--- config.mk ---
export PLATFORM = sky130hd
export DESIGN_NAME = rx_drive_serial
export DESIGN_NICKNAME = d
export VERILOG_FILES = /design/src/rtl/rx_drive_serial.sv
export SDC_FILE = /design/constraint.sdc
export NUM_CORES = 1
export LEC_CHECK = 0
export CORE_ASPECT_RATIO = 2
export CORE_MARGIN = 2
export CORE_UTILIZATION = 55
export CTS_BUF_LIST = sky130_fd_sc_hd__clkbuf_2 sky130_fd_sc_hd__clkbuf_4 sky130_fd_sc_hd__clkbuf_8
export CTS_CLUSTER_SIZE = 12
export DETAILED_ROUTE_END_ITERATION = 8
export MAX_ROUTING_LAYER = met4
export PLACE_DENSITY = 0.73
export SLEW_MARGIN = 20
export SYNTH_ARGS = -nofsm -noshare
export SYNTH_HDL_FRONTEND = slang
export SYNTH_SLANG_ARGS = --single-unit
--- constraint.sdc ---
create_clock -name PIN_CLK -period 3.7 [get_ports PIN_CLK]
set_clock_uncertainty 0.1 [all_clocks]
set_input_delay 0.74 -clock PIN_CLK [delete_from_list [all_inputs] [get_ports PIN_CLK]]
set_output_delay 0.74 -clock PIN_CLK [all_outputs]
set_load 0.1 [all_outputs]
--- src/rtl/rx_drive_serial.sv ---
// rtl/rx_drive_serial.sv - drive-side responder for the FDC serial command/transfer link
module rx_drive_serial #(
  parameter int BUF_LEN  = 128,
  parameter int XFER_LEN = 1
) (
  input  logic       PIN_CLK,
  input  logic       PIN_nRST,
  output logic       PIN_nSHIFT,
  output logic       PIN_nOUT,
  output logic       PIN_nDI,
  input  logic       PIN_nDO,
  input  logic       PIN_nRUN,
  input  logic       PIN_nSET,
  output logic       PIN_nERR,
  output logic       PIN_nDONE,
  output logic       PIN_nTR,
  output logic [8:0] CMD_LAST
);

  localparam int PW = $clog2(BUF_LEN);
  // Byte count compared one bit wider than the pointer so XFER_LEN == BUF_LEN is representable.
  localparam logic [PW:0] XFER_W = (PW+1)'(XFER_LEN);

  typedef enum logic [2:0] {
    S_IDLE, S_CMD, S_DEC, S_FWAIT, S_FSHIFT, S_ESHIFT, S_EWAIT
  } state_t;

  state_t        state_q, state_d;
  logic [8:0]    cmd_q, cmd_d;
  logic [8:0]    cmd_last_q, cmd_last_d;
  logic [7:0]    dat_q, dat_d;
  logic [3:0]    cnt_q, cnt_d;
  logic [PW-1:0] ptr_q, ptr_d;
  logic          phase_q, phase_d;
  logic          nshift_q, nshift_d;
  logic          nout_q, nout_d;
  logic          ndi_q, ndi_d;
  logic          nerr_q, nerr_d;
  logic          ndone_q, ndone_d;
  logic          ntr_q, ntr_d;

  logic [7:0]    mem_q [BUF_LEN];
  logic          mem_we;
  logic [PW-1:0] ptr_inc;
  logic [PW:0]   ptr_cnt;
  logic          last_byte;
  logic [7:0]    rd_first;
  logic [7:0]    rd_next;

  assign ptr_inc   = ptr_q + PW'(1);
  assign ptr_cnt   = {1'b0, ptr_q} + (PW+1)'(1);
  assign last_byte = (ptr_cnt == XFER_W);
  assign rd_first  = mem_q[0];
  assign rd_next   = mem_q[ptr_inc];

  // Next-state logic: each shift pulse is phase A (nSHIFT low, move a bit) then phase B (nSHIFT high, count).
  always_comb begin
    state_d    = state_q;
    cmd_d      = cmd_q;
    cmd_last_d = cmd_last_q;
    dat_d      = dat_q;
    cnt_d      = cnt_q;
    ptr_d      = ptr_q;
    phase_d    = phase_q;
    nshift_d   = nshift_q;
    nout_d     = nout_q;
    ndi_d      = ndi_q;
    nerr_d     = nerr_q;
    ndone_d    = ndone_q;
    ntr_d      = ntr_q;
    mem_we     = 1'b0;
    case (state_q)
      S_IDLE: begin
        ndone_d = 1'b0;
        if (!PIN_nRUN) begin
          ndone_d = 1'b1;
          cmd_d   = {8'b0, ~PIN_nDO};
          cnt_d   = 4'd8;
          phase_d = 1'b0;
          state_d = S_CMD;
        end
      end
      S_CMD: begin
        if (!phase_q) begin
          nshift_d = 1'b0;
          cmd_d    = {cmd_q[7:0], ~PIN_nDO};
          phase_d  = 1'b1;
        end else begin
          nshift_d = 1'b1;
          phase_d  = 1'b0;
          cnt_d    = cnt_q - 4'd1;
          if (cnt_q == 4'd1) begin
            cmd_last_d = cmd_q;
            state_d    = S_DEC;
          end
        end
      end
      S_DEC: begin
        case (cmd_q[4:1])
          4'b0000: begin
            ntr_d   = 1'b0;
            nerr_d  = 1'b1;
            ptr_d   = '0;
            state_d = S_FWAIT;
          end
          4'b0001: begin
            nout_d  = 1'b0;
            nerr_d  = 1'b1;
            dat_d   = rd_first;
            ndi_d   = ~rd_first[7];
            cnt_d   = 4'd7;
            phase_d = 1'b0;
            ptr_d   = '0;
            state_d = S_ESHIFT;
          end
          default: begin
            ndone_d = 1'b0;
            nerr_d  = 1'b0;
            state_d = S_IDLE;
          end
        endcase
      end
      S_FWAIT: begin
        if (!PIN_nRUN) begin
          ntr_d   = 1'b1;
          dat_d   = {7'b0, ~PIN_nDO};
          cnt_d   = 4'd8;
          phase_d = 1'b0;
          state_d = S_FSHIFT;
        end
      end
      S_FSHIFT: begin
        if (!phase_q) begin
          nshift_d = 1'b0;
          dat_d    = {dat_q[6:0], ~PIN_nDO};
          phase_d  = 1'b1;
        end else begin
          nshift_d = 1'b1;
          phase_d  = 1'b0;
          cnt_d    = cnt_q - 4'd1;
          if (cnt_q == 4'd1) begin
            mem_we = 1'b1;
            ptr_d  = ptr_inc;
            if (last_byte) begin
              ndone_d = 1'b0;
              nerr_d  = 1'b1;
              state_d = S_IDLE;
            end else begin
              ntr_d   = 1'b0;
              state_d = S_FWAIT;
            end
          end
        end
      end
      S_ESHIFT: begin
        if (!phase_q) begin
          nshift_d = 1'b0;
          dat_d    = {dat_q[6:0], 1'b0};
          ndi_d    = ~dat_q[6];
          phase_d  = 1'b1;
        end else begin
          nshift_d = 1'b1;
          phase_d  = 1'b0;
          cnt_d    = cnt_q - 4'd1;
          if (cnt_q == 4'd1) begin
            ntr_d   = 1'b0;
            state_d = S_EWAIT;
          end
        end
      end
      S_EWAIT: begin
        if (!PIN_nRUN) begin
          ntr_d = 1'b1;
          ptr_d = ptr_inc;
          if (last_byte) begin
            nout_d  = 1'b1;
            ndone_d = 1'b0;
            nerr_d  = 1'b1;
            ndi_d   = 1'b1;
            state_d = S_IDLE;
          end else begin
            dat_d   = rd_next;
            ndi_d   = ~rd_next[7];
            cnt_d   = 4'd7;
            phase_d = 1'b0;
            state_d = S_ESHIFT;
          end
        end
      end
      default: state_d = S_IDLE;
    endcase
  end

  // State register; reset and nSET override everything, nSET keeps the last command word.
  always_ff @(posedge PIN_CLK) begin
    if (!PIN_nRST || !PIN_nSET) begin
      state_q  <= S_IDLE;
      cmd_q    <= '0;
      dat_q    <= '0;
      cnt_q    <= '0;
      ptr_q    <= '0;
      phase_q  <= 1'b0;
      nshift_q <= 1'b1;
      nout_q   <= 1'b1;
      ndi_q    <= 1'b1;
      nerr_q   <= 1'b1;
      ndone_q  <= 1'b1;
      ntr_q    <= 1'b1;
      if (!PIN_nRST) cmd_last_q <= '0;
    end else begin
      state_q    <= state_d;
      cmd_q      <= cmd_d;
      cmd_last_q <= cmd_last_d;
      dat_q      <= dat_d;
      cnt_q      <= cnt_d;
      ptr_q      <= ptr_d;
      phase_q    <= phase_d;
      nshift_q   <= nshift_d;
      nout_q     <= nout_d;
      ndi_q      <= ndi_d;
      nerr_q     <= nerr_d;
      ndone_q    <= ndone_d;
      ntr_q      <= ntr_d;
    end
  end

  // Sector buffer write; contents survive reset and nSET, and an aborting cycle never writes.
  always_ff @(posedge PIN_CLK) begin
    if (mem_we && PIN_nRST && PIN_nSET) mem_q[ptr_q] <= dat_q;
  end

  assign PIN_nSHIFT = nshift_q;
  assign PIN_nOUT   = nout_q;
  assign PIN_nDI    = ndi_q;
  assign PIN_nERR   = nerr_q;
  assign PIN_nDONE  = ndone_q;
  assign PIN_nTR    = ntr_q;
  assign CMD_LAST   = cmd_last_q;

endmodule
## Yosys cells after proc, flatten, opt, wreduce, memory -nomap -nowiden

Memory sizes are Yosys's and may differ from the RTL's.
Index checks and enable logic that the tools add are counted.

| storage, ports and cells | value |
|---|---|
| register bits | 47 |
| latch bits | 0 |
| memory bits (writable) | 1024 |
| ROM bits | 0 |
| input port bits | 5 |
| output and inout bits | 15 |
| logic and storage cells | 166 |
| memories kept | 1 |

Memory list:

| memory | depth | width | rd ports | clocked after Yosys merged registers in | wr ports | RTL line | text |
|---|---|---|---|---|---|---|---|
| mem_q | 128 | 8 | 2 | 0 | 1 | 42 | `logic [7:0] mem_q [BUF_LEN];` |

| cells by class | value |
|---|---|
| $add $sub $neg | 3 |
| multipliers | 0 |
| divide/modulo/power cells | 0 |
| order comparisons | 0 |
| equal/unequal tests | 32 |
| shift operators | 0 |
| multiplexer cells | 79 |
| bitwise gates (word level) | 4 |
| reduce and logical (&&, ||, !) cells | 34 |

Operators with widths:

| cell | count |
|---|---|
| $mux 9 | 7 |
| $mux 8 | 6 |
| $ne 2x2->1 const B | 22 |
| $pmux 8 s5 | 1 |
| $mux 1 | 34 |
| $mux 3 | 10 |
| $mux 7 | 4 |
| $pmux 3 s7 | 1 |
| $pmux 7 s3 | 1 |
| $mux 4 | 5 |
| $pmux 9 s2 | 1 |
| $pmux 4 s4 | 1 |
| $reduce_and 4->1 | 4 |
| $reduce_and 5->1 | 3 |
| $pmux 1 s4 | 3 |
| $reduce_bool 4->1 | 3 |
| $reduce_bool 2->1 | 5 |
| $eq 3x3->1 const B | 3 |
| $reduce_and 9->1 | 1 |
| $add 7x1->8 const B | 1 |
| $eq 4x1->1 const B | 2 |
| $eq 8x1->1 const B | 1 |
| $reduce_and 8->1 | 1 |
| $add 7x1->7 const B | 1 |
| other kinds (21) | 31 |

## Logic depth before layout (Yosys ltp)

| logic depth | value |
|---|---|
| depth after elaboration | 8 |
| depth in mapped cells | 17 |
| gate-level depth less buffers | 10 |

## Worst setup path after synthesis

Ideal clock, no wire load.

| path | value |
|---|---|
| path kind | register to register |
| from | register ptr_q[0] |
| to | register dat_q[6] |
| setup time | 136 ps |
| data arrival time | 3368 ps |
| data required time | 3464 ps |
| setup slack | 96 ps |
| cell stages (with the launch flop) | 14 |
| buffers on the path | 7 |
| period minus slack after synthesis | 3604 ps |
| path through | dfxtp_1 > buf_6 > buf_8 > buf_6 > buf_4 > inv_2 > ha_1 > buf_2 > clkbuf_1 > clkbuf_1 > mux4_2 > mux4_2 > a2111oi_2 > o32ai_1 |

| between the ends | value |
|---|---|
| cells in the longest elaborated chain, start to end | 5 |
| elaborated cells on any way between the ends | 9 |
| classes of those cells | 2 x add/sub; 2 x eq/ne; 3 x mux; 1 x reduce/logical; 1 x memory |

RTL lines:

| what | RTL line | text |
|---|---|---|
| start: declaration | 33 | `logic [PW-1:0] ptr_q, ptr_d;` |
| start signal: assignment | 216 | `ptr_q <= ptr_d;` |
| $add 7x1->7 | 50 | `assign ptr_inc = ptr_q + PW'(1);` |
| $mem_v2 128x8 | - |  |
| $mux 8 | 175 | `if (last_byte) begin` |
| $mux 8 | 172 | `if (!PIN_nRUN) begin` |
| $pmux 8 s5 | 72 | `case (state_q)` |
| end signal: assignment | 214 | `dat_q <= dat_d;` |
| end: declaration | 31 | `logic [7:0] dat_q, dat_d;` |

Parallel ways exist; a longest one is shown, timed or not. The select of a mux whose other input is x is not followed.
A chain may end at the register's enable or synchronous reset.

## Final worst setup path

| path | value |
|---|---|
| from | register ptr_q[1] |
| to | register dat_q[3] |

Same word-level chain as after synthesis.

==> metrics.md <==
| Metric | Value |
|---|---|
| Tcrit/Tclk final | `0.975` |
| Async SR Flop Fraction | `0` |
| CP max FO | `20` |
| Global-route wire length before repair | `151 mm` |
| Die height | `397 um` |
| Max-cap viol count | `0` |
| Post-CTS Setup Bufs | `0` |
| CP Launch Type | `flop` |
| Final hold violations | `0` |
| Area delta synth->final | `13.1%` |
| Worst slew pin tran | `1040 ps` |
| Highest-delay cell along the critical path | `mux4_2` |
| Root Buffer | `clkbuf_8` |
| Crit-path most repeated cell | `mux4_2` |
| Hold Worst Slack | `378 ps` |
| CP startpoint | `ptr_q[1]$_SDFFE_PN0P_` |
| Drt pass-1 iters | `6` |
| CP Cell Sequence | `inv_1, ha_4, buf_4, mux4_2, mux4_2, o22ai_1, a32oi_1, nand3_1, a31oi_1` |
| Netlist cell types | `64` |
| Die area | `0.0796 mm2` |
| Final RePlAce weighted congestion | `0.923` |
| TNS Setup | `0 ps` |
| Register area share after synthesis | `0.748` |
| Longest Clk Path Bufs | `3` |
| Total CTS buffers | `140` |
| Final wirelength | `101 mm` |
| Setup Viol. Count Final | `0` |
| Fmax achieved | `0.277 GHz` |
| Syn_nets | `2,166` |
| # DRC | `0` |
| Clk slew on worst S/H paths | `80 ps` |
| Leak Pwr | `0.0140 uW` |
| WL per Instance | `28.6 um` |
| Mapped Cells | `2,157` |
| Total GRT Usage | `0.270` |
| GRT overflow | `0` |
| Reg2reg end | `dat_q[3]$_SDFFE_PN0P_` |
| Relative slew slack | `0.306` |
| DRT antenna net count | `0` |
| Nets | `2,420` |
| Row Count | `144` |
| Final slew viol count | `0` |
| Worst hold path type | `flop to flop` |
| Worst Setup Path Type | `flop to flop` |
| H-tree levels | `4` |
| Pwr Density | `461 mW/mm2` |
| EDFF count, synth | `1,033` |
| Ports | `20` |
| Req. time, crit path | `4290 ps` |
| Number of global-route vias before repair | `23,400` |
| Share of cells above drive strength 1 | `0.299` |
| Vias after detailed routing | `21,900` |
| CP max stage delay | `560 ps` |
| Initial antenna violation count | `1` |
| Clock Latency Late Sink | `810 ps` |
| Vias per inst | `6.18` |
| Synth Register Bits | `1,071` |
| Crit. path cell count | `9` |
| Avg Inst Size Synth | `19.7 um2` |
| R2R Setup Slk | `90 ps` |
| Post-synth top flop | `edfxtp_1` |
| Synth Warn # | `0` |
| Minimum clock period | `3610 ps` |
| Status | `finished clean` |
| Core box area | `0.0768 mm2` |
| CP endpoint | `dat_q[3]$_SDFFE_PN0P_` |
| CTS Sinks | `1,071` |
| Dpl hpwl | `67.7 mm` |
| IO Port Bufs | `19` |
| Largest net degree at the start of global routing | `86` |
| CP Capture Type | `flop` |
| CTS tree | `built` |
| FF-to-FF Start | `ptr_q[1]$_SDFFE_PN0P_` |
| Synth Cell Area | `0.0425 mm2` |
| Worst vdd ir | `0.228 mV` |
| Die X | `200 um` |
| Initial core utilization | `0.553` |
| WP buf/inv | `2` |
| RSZ-0062 raised after global routing | `false` |
| R2r worst-path depth | `9` |
| Crit-path leading delay family | `multiplexers` |
| Arr. time, crit path | `4190 ps` |
| 1st-iter DRT viols | `2,106` |
==> synth_stat cells (all sizes together), types with 2 or more instances <==
library cell     n  area share
a2111oi          7      0.0016
a211oi          10      0.0018
a21bo            2     0.00047
a21o             3     0.00053
a21oi           46      0.0054
a221o            3     0.00071
a221oi           7      0.0016
a22oi            2     0.00035
a311oi           2     0.00041
a31oi           13      0.0019
a32oi            5      0.0010
and2             4     0.00059
and3             4     0.00059
buf             66       0.011
clkbuf          58      0.0051
dfxtp           38       0.018
edfxtp        1033        0.73
ha               4      0.0012
inv             15      0.0013
mux2             2     0.00053
mux2i           12      0.0028
mux4           289        0.15
nand2          146       0.013
nand2b           2     0.00029
nand3           66      0.0081
nand4            5     0.00088
nor2           177       0.016
nor2b            8      0.0012
nor3            28      0.0034
nor4            10      0.0015
o211ai           4     0.00071
o21a             2     0.00035
o21ai           40      0.0047
o22ai           12      0.0018
o311ai           5      0.0010
or3              5     0.00074
xnor2            7      0.0022
xor2             5      0.0017
==> worst min-delay path by stage <==
stage	cells past startpoint	startpoint	slack [ps]	endpoint
2_1_floorplan	2	cmd_q[5]$_SDFFE_PN0P_	340	cmd_q[5]$_SDFFE_PN0P_
5_1_grt	2	cmd_q[6]$_SDFFE_PN0P_	390	cmd_q[6]$_SDFFE_PN0P_
3_3_place_gp	2	cmd_q[5]$_SDFFE_PN0P_	360	cmd_q[5]$_SDFFE_PN0P_
4_1_cts	2	cmd_q[6]$_SDFFE_PN0P_	380	cmd_q[6]$_SDFFE_PN0P_
6_report	2	cmd_q[6]$_SDFFE_PN0P_	380	cmd_q[6]$_SDFFE_PN0P_
3_5_place_dp	2	cmd_q[6]$_SDFFE_PN0P_	370	cmd_q[6]$_SDFFE_PN0P_
==> registers in the layout, summed over array words and instances, names as in the netlist <==
signal	flops
mem_q	1024
CMD_LAST	9
cmd_q	9
dat_q	8
ptr_q	7
cnt_q	4
state_q	3
PIN_nDI	1
PIN_nDONE	1
PIN_nERR	1
PIN_nOUT	1
PIN_nSHIFT	1
PIN_nTR	1
phase_q	1
==> cells in the final DEF, fill, tap and decap left out, types with 6 or more instances in the layout <==
master           instances
edfxtp_1              1033
mux4_2                 289
buf_4                  203
nor2_1                 177
nand2_1                146
clkbuf_8               145
nand3_1                 65
a21oi_1                 46
clkinv_1                36
clkbuf_4                33
o21ai_0                 32
dfxtp_1                 29
nor3_1                  27
clkdlybuf4s50_1         19
clkinv_2                18
inv_1                   14
buf_12                  14
a31oi_1                 13
o22ai_1                 12
mux2i_1                 12
nor4_1                  10
a211oi_1                10
dfxtp_4                  9
nor2b_1                  8
o21ai_1                  8
bufinv_16                8
a221oi_1                 6
==> power by group <==
group	switching, uW	internal (uW)
registers	7.52	13100
logic	92.3	33.9
clock network	4330	4610
==> through the flow <==
step	setup WS (ps)	cells	util	power, uW	instance area (um2)
after global routing	12.8	3548	0.626	22800	48000
final	93.4	3548	0.626	22200	48000
after detailed placement	180	3291	0.588	13500	45100
after floorplan	96.4	2157	-	13400	42500
after CTS	162	3547	0.626	22300	48000
after global placement	230	3291	0.588	13500	45100
==> worst register-to-register path, delay by kind of cell, from the launching register on <==
| family | cells | cell delay [ps] |
|---|---|---|
| flip-flops | 1 | 470 |
| adder cells (fa/ha/maj) | 1 | 530 |
| AO/OA/AOI/OAI | 3 | 720 |
| multiplexers | 2 | 990 |
| buffers and inverters | 2 | 540 |
| AND/OR/NAND/NOR | 1 | 160 |
==> kinds of logic after synthesis <==
kind of cell / after synthesis / synth area share
and+or+nand+nor: 458 / 0.0464
buffers and inverters: 139 / 0.0177
xor gates and xnor gates: 12 / 0.00380
DFF: 1071 / 0.748
muxes: 303 / 0.157
AOI/OAI and AO/OA: 170 / 0.0260
adders and majority gates: 4 / 0.00118
==> cell type report <==
| type | instances | area [um2] |
|---|---|---|
| antenna | 1 | 2.50 |
| clock buffer | 178 | 2240 |
| clock inverter | 78 | 644 |
| fill | 5266 | 28700 |
| inverter | 15 | 56.3 |
| multi-input combinational | 947 | 10000 |
| sequential | 1071 | 31800 |
| tap | 1022 | 1280 |
| timing repair buffer | 236 | 1990 |
==> routing by layer <==
metal | share of wire | vias to the layer above | global-route usage
met5 | 0 | - | -
met4 | 0.068 | 0 | 0.171
met3 | 0.051 | 298 | 0.0403
met2 | 0.55 | 902 | 0.473
met1 | 0.33 | 11400 | 0.286
li1 | - | 9340 | -
==> timing repair <==
action	4_1_cts	5_1_grt
setup endpoints to repair	0	1
hold buffers	0	0
gates resized for setup	0	1
No activity file was read; power rests on OpenSTA's default activity.
